File: config.mk
export PLATFORM = sky130hd
export DESIGN_NAME = lcd_scan
export DESIGN_NICKNAME = d
export VERILOG_FILES = /design/src/rtl/lcd_scan.sv
export SDC_FILE = /design/constraint.sdc
export NUM_CORES = 1
export LEC_CHECK = 0
export CORE_AREA = 5 5 84 86
export DETAILED_ROUTE_END_ITERATION = 7
export DIE_AREA = 0 0 89 91
export PLACE_DENSITY = 0.75
export SYNTH_ARGS = -nofsm -noshare
export SYNTH_HDL_FRONTEND = slang
export SYNTH_SLANG_ARGS = --single-unit
File: constraint.sdc
create_clock -name CLK -period 3.2 [get_ports CLK]
set_clock_uncertainty 0.05 [all_clocks]
set_input_delay 0.48 -clock CLK [delete_from_list [all_inputs] [get_ports CLK]]
set_output_delay 0.48 -clock CLK [all_outputs]
set_load 0.02 [all_outputs]
File: src/rtl/lcd_scan.sv
// lcd_scan: pixel-clock timing generator and pixel-stream sink for a DE/HV-mode
// TFT panel (800x480 by default). Scans a line/frame raster, pulls one 24-bit
// pixel per active cycle over a valid/ready handshake, and drives registered
// panel pins.
//
// Ports:
//   CLK          pixel clock
//   RST_N        asynchronous active-low reset
//   ENABLE       1 = scan panel, 0 = idle / standby (counters held at origin)
//   PIX_DATA     upstream pixel {R,G,B}
//   PIX_VALID    PIX_DATA valid
//   PIX_READY    pixel consumed this cycle when PIX_VALID is also high (comb)
//   FRAME_START  one-cycle pulse at h=0, v=0 while enabled (comb)
//   UNDERRUN     sticky flag, set on an active cycle with no valid pixel
//   UNDERRUN_CLR clears UNDERRUN (a coincident set wins)
//   RGB/DEN/HSD/VSD/STBYB  registered panel outputs, one cycle after counters
//
// Optional feature: define LCD_SCAN_TESTPAT_EN to add the TESTPAT input, which
// replaces the pixel stream with 8 vertical colour bars and holds PIX_READY low.
module lcd_scan #(
  parameter int unsigned H_SYNC       = 1,
  parameter int unsigned H_BP         = 45,
  parameter int unsigned H_ACTIVE     = 800,
  parameter int unsigned H_FP         = 210,
  parameter int unsigned V_SYNC       = 1,
  parameter int unsigned V_BP         = 22,
  parameter int unsigned V_ACTIVE     = 480,
  parameter int unsigned V_FP         = 22,
  parameter logic [23:0] UNDERRUN_RGB = 24'hFF00FF
) (
  input  logic        CLK,
  input  logic        RST_N,
  input  logic        ENABLE,
  input  logic [23:0] PIX_DATA,
  input  logic        PIX_VALID,
  output logic        PIX_READY,
  output logic        FRAME_START,
  output logic        UNDERRUN,
  input  logic        UNDERRUN_CLR,
`ifdef LCD_SCAN_TESTPAT_EN
  input  logic        TESTPAT,
`endif
  output logic [23:0] RGB,
  output logic        DEN,
  output logic        HSD,
  output logic        VSD,
  output logic        STBYB
);

  localparam logic [10:0] H_TOTAL_C   = 11'(H_SYNC + H_BP + H_ACTIVE + H_FP);
  localparam logic [10:0] V_TOTAL_C   = 11'(V_SYNC + V_BP + V_ACTIVE + V_FP);
  localparam logic [10:0] H_SYNC_END  = 11'(H_SYNC);
  localparam logic [10:0] V_SYNC_END  = 11'(V_SYNC);
  localparam logic [10:0] H_ACT_START = 11'(H_SYNC + H_BP);
  localparam logic [10:0] H_ACT_END   = 11'(H_SYNC + H_BP + H_ACTIVE);
  localparam logic [10:0] V_ACT_START = 11'(V_SYNC + V_BP);
  localparam logic [10:0] V_ACT_END   = 11'(V_SYNC + V_BP + V_ACTIVE);

  logic [10:0] h_cnt_r;
  logic [10:0] v_cnt_r;
  logic        h_last_s;
  logic        v_last_s;
  logic        active_s;
  logic        pat_s;
  logic        slot_s;
  logic        starve_s;
  logic [23:0] rgb_nxt_s;
  logic        underrun_r;

`ifdef LCD_SCAN_TESTPAT_EN
  localparam logic [10:0] BAR_W = 11'(H_ACTIVE / 8);

  logic [10:0] bar_idx_s;

  // Colour of each test bar, left to right.
  function automatic logic [23:0] bar_colour(input logic [10:0] idx);
    logic [23:0] c;
    case (idx)
      11'd0:   c = 24'hFFFFFF;
      11'd1:   c = 24'hFFFF00;
      11'd2:   c = 24'h00FFFF;
      11'd3:   c = 24'h00FF00;
      11'd4:   c = 24'hFF00FF;
      11'd5:   c = 24'hFF0000;
      11'd6:   c = 24'h0000FF;
      default: c = 24'h000000;
    endcase
    return c;
  endfunction

  // Bar index of the current active column.
  assign bar_idx_s = (h_cnt_r - H_ACT_START) / BAR_W;
  assign pat_s     = TESTPAT;
`else
  assign pat_s     = 1'b0;
`endif

  // Region decode and next-pixel selection from the counter registers.
  always_comb begin
    h_last_s = (h_cnt_r == (H_TOTAL_C - 11'd1));
    v_last_s = (v_cnt_r == (V_TOTAL_C - 11'd1));
    active_s = ENABLE
             && (h_cnt_r >= H_ACT_START) && (h_cnt_r < H_ACT_END)
             && (v_cnt_r >= V_ACT_START) && (v_cnt_r < V_ACT_END);
    // The pattern generator owns the active slots, so nothing is pulled
    // from upstream and starvation cannot be flagged.
    slot_s   = active_s && !pat_s;
    starve_s = slot_s && !PIX_VALID;
    rgb_nxt_s = 24'h000000;
    if (!active_s) begin
      rgb_nxt_s = 24'h000000;
    end else if (pat_s) begin
`ifdef LCD_SCAN_TESTPAT_EN
      rgb_nxt_s = bar_colour(bar_idx_s);
`else
      rgb_nxt_s = 24'h000000;
`endif
    end else if (PIX_VALID) begin
      rgb_nxt_s = PIX_DATA;
    end else begin
      rgb_nxt_s = UNDERRUN_RGB;
    end
  end

  assign PIX_READY   = slot_s;
  assign FRAME_START = ENABLE && (h_cnt_r == 11'd0) && (v_cnt_r == 11'd0);
  assign UNDERRUN    = underrun_r;

  // Raster counters; held at the origin while disabled so a re-enable
  // restarts a fresh frame rather than finishing a partial line.
  always_ff @(posedge CLK or negedge RST_N) begin
    if (!RST_N) begin
      h_cnt_r <= 11'd0;
      v_cnt_r <= 11'd0;
    end else if (!ENABLE) begin
      h_cnt_r <= 11'd0;
      v_cnt_r <= 11'd0;
    end else if (h_last_s) begin
      h_cnt_r <= 11'd0;
      v_cnt_r <= v_last_s ? 11'd0 : (v_cnt_r + 11'd1);
    end else begin
      h_cnt_r <= h_cnt_r + 11'd1;
    end
  end

  // Registered panel pins, one cycle behind the counters.
  always_ff @(posedge CLK or negedge RST_N) begin
    if (!RST_N) begin
      RGB   <= 24'h000000;
      DEN   <= 1'b0;
      HSD   <= 1'b1;
      VSD   <= 1'b1;
      STBYB <= 1'b0;
    end else if (!ENABLE) begin
      RGB   <= 24'h000000;
      DEN   <= 1'b0;
      HSD   <= 1'b1;
      VSD   <= 1'b1;
      STBYB <= 1'b0;
    end else begin
      RGB   <= rgb_nxt_s;
      DEN   <= active_s;
      HSD   <= !(h_cnt_r < H_SYNC_END);
      VSD   <= !(v_cnt_r < V_SYNC_END);
      STBYB <= 1'b1;
    end
  end

  // Sticky starvation flag; a set in the same cycle as a clear takes priority.
  always_ff @(posedge CLK or negedge RST_N) begin
    if (!RST_N) begin
      underrun_r <= 1'b0;
    end else if (starve_s) begin
      underrun_r <= 1'b1;
    end else if (UNDERRUN_CLR) begin
      underrun_r <= 1'b0;
    end else begin
      underrun_r <= underrun_r;
    end
  end

endmodule

==> impl_metrics.ini <==
[outcome]
status = finished clean

[clock_network]
h-tree-depth = 2
clk_pin_slew_ns = 0.09
clock_latency_ns = 0.30
root_buffer = clkbuf_8
holdBufCountCts = 0
clock-sinks = 51
cts_buffer_depth = 2
numCtsBuffers = 5
tritoncts = done
post_cts_buffers = 0

[place]
post-place-ws_ns = -0.131
dpl_cell_area_um2 = 3090
post-dp-hpwl_mm = 3.98
port_buffers = 59
place_congestion = 0.877

[drt]
dr_wl_met2_mm = 2.40
avgRoutedWirePerCell_um = 14.2
drc = 0
vias = 1957
vias_per_cell = 5.19
drtAntennaViolNets = 0
wl_met1_mm = 2.18
first_iter_violations = 53
drt_first_pass_iters = 4
highest_layer = met4
wl_mm = 5.36
wl_met3_um = 703

[logic_synthesis]
netlist_instances = 243
synthMuxAreaShare_pct = 0
synth_compound_area_share_pct = 10.7
synthXorXnorAreaFrac_pct = 2.92
synth_edf_count = 0
synth_cell_types = 42
ys_seq_elements = 51
syn_avg_cell_area_um2 = 9.87
synth_fa_ha_area_share_pct = 2.61
synth_area_um2 = 2400
synthesis.nets = 277
seq_area_frac_synth_pct = 53.3
ys.flop_type = dfrtp_1
async_reset_ff_share_pct = 100
synth-simple-area-share_pct = 25.9
synth_top_family_by_area = simple AND/OR/NAND/NOR gates
yosysWarnings = 0

[cells_and_area]
final_cell_area_um2 = 3200
area_growth_pct = 33.5
fillers = 557
fin_nets = 334
num_antenna_cells = 0
layout_commonest_cell = clkdlybuf4s50_1
final_cell_mix = clkdlybuf4s50_1 (56), dfrtp_1 (49), nor3_1 (28)
drive_above_1_share_pct = 7.67

[sta]
hold_violations = 0
final-setup-viol-count = 0
slew_viol_final = 0
timing.final.crit_share_pct = 93.7
rsz0062_at_grt = no
max_freq_mhz = 333
max-slew-margin-rel_pct = 55.6
holdWs_ns = 0.0973
min_period_ns = 3.00
setup_slack_ns = 0.200
tightest_slew_ns = 0.664

[pwr]
clockPowerShare_pct = 35.2
p_seq_share_pct = 55.0
p_int_w = 0.000948
pwr-share-comb_pct = 9.9
switching_share_pct = 22.1
p_switching_w = 0.000270
ir_drop_mv = 0.245
pwr_density_cell_nw_per_um2 = 381
leakagePower_nw = 1.31

[die]
fp.dieW_um = 89
ios = 60
start_util_pct = 38.6
coreArea_um2 = 6200
rows = 29
dieArea_um2 = 8100
die_y_um = 91

[hold_path]
worstHoldPathType = in2async

[global_route]
grt_antenna_before_repair = 0
grt_first_pass_wirelength_mm = 9.11
grt_overflow = 0
grt_max_degree = 29
first_global_vias = 1980
grtUsageTotal_pct = 14.1

[setup_path]
critPathRequiredTime_ns = 2.67
end_kind = output pin
path_class = in2out
cp_max_fo = 2
worstPathArrival_ns = 2.47
critPathLaunchType = input port

[run]
drv_cap = 0
cells in the mapped netlist (2+ instances only):
| library cell | number | share of area, % |
|---|---|---|
| and2_1 | 3 | 0.78 |
| inv_1 | 13 | 2.0 |
| nand3_1 | 10 | 2.1 |
| nand2_1 | 19 | 3.0 |
| o22ai_1 | 2 | 0.52 |
| o31ai_1 | 2 | 0.63 |
| nor2_1 | 10 | 1.6 |
| xor2_1 | 3 | 1.1 |
| o21ai_0 | 8 | 1.7 |
| a21oi_1 | 9 | 1.9 |
| buf_2 | 3 | 0.63 |
| or4_1 | 6 | 1.9 |
| nor3_1 | 29 | 6.1 |
| nand4_1 | 4 | 1.0 |
| dfstp_2 | 2 | 2.2 |
| o211ai_1 | 2 | 0.63 |
| clkbuf_1 | 12 | 1.9 |
| dfrtp_1 | 49 | 51 |
| and4_1 | 3 | 1.1 |
| ha_1 | 5 | 2.6 |
| xnor2_1 | 5 | 1.8 |
| o41ai_1 | 3 | 1.1 |
| nor2b_1 | 16 | 4.2 |
| o41a_1 | 2 | 0.94 |
| or3_1 | 6 | 1.6 |
power by group through the flow:
stage / Sequential (W) / Combinational [W] / Clock [W]
floorplan: 0.000683 / 0.0000495 / 0
CTS: 0.000669 / 0.000123 / 0.000440
finish: 0.000670 / 0.000120 / 0.000428
global placement: 0.000682 / 0.000121 / 0
detailed placement: 0.000682 / 0.000124 / 0
global route: 0.000673 / 0.000136 / 0.000469
routing by layer:
layer | track usage, % | vias up
met1 | 16.2 | 925
met2 | 21.9 | 57
li1 | - | 968
met3 | 9.05 | 7
met4 | 3.85 | 0
met5 | 0 | -
per-stage QoR:
step	utilization [%]	TNS [ns]	total power [W]	cells
2_1_floorplan	-	0	0.000733	243
3_3_place_gp	49.8	-0.139	0.000803	370
3_5_place_dp	49.8	-0.131	0.000806	370
4_1_cts	51.4	0	0.00123	377
5_1_grt	51.6	0	0.00128	377
6_report	51.6	0	0.00122	377
what timing repair did:
item / CTS / global route
pin swaps: 0 / 0
setup endpoints to repair: 1 / 2
gates resized for setup: 1 / 2
layout make-up:
type                            count  area (um^2)  area share, %
Tap cell                           77         96.3           3.01
Multi-Input combinational cell    164         1040           32.5
Timing Repair Buffer               65          632           19.7
Clock buffer                        6         72.6           2.27
Sequential cell                    51         1280           40.0
Clock inverter                      1         30.0          0.939
Inverter                           13         48.8           1.53
critical path: stages:
cell             delay, ns
clkdlybuf4s50_1       0.50
or3b_2                0.46
or3_1                 0.33
nor3_2                0.14
and4_1                0.22
dlygate4sd2_1         0.34
registers in the layout, indices dropped and copies added (netlist names):
signal    count
STBYB         1
DEN           1
VSD           1
v_cnt_r      11
h_cnt_r      11
HSD           1
UNDERRUN      1
RGB          24
final timing paths:
path	startpoint	cells after the start	endpoint	slack, ns
worst max register to register	h_cnt_r[6]	4	v_cnt_r[7]	0.66
max in group asynchronous	RST_N	2	RGB[13]	2.25
worst min register to register	h_cnt_r[0]	1	h_cnt_r[0]	0.46
min in group CLK	h_cnt_r[0]	1	h_cnt_r[0]	0.46
worst max-delay path	ENABLE	6	FRAME_START	0.20
worst min-delay path	RST_N	1	v_cnt_r[7]	0.1
cells by family after synthesis:
group | count (synthesis)
compound gates | 37
simple gates | 114
buf+inv | 28
xor+xnor | 8
flops | 51
fa+ha+maj | 5
Power figures use the tool's default switching activity.
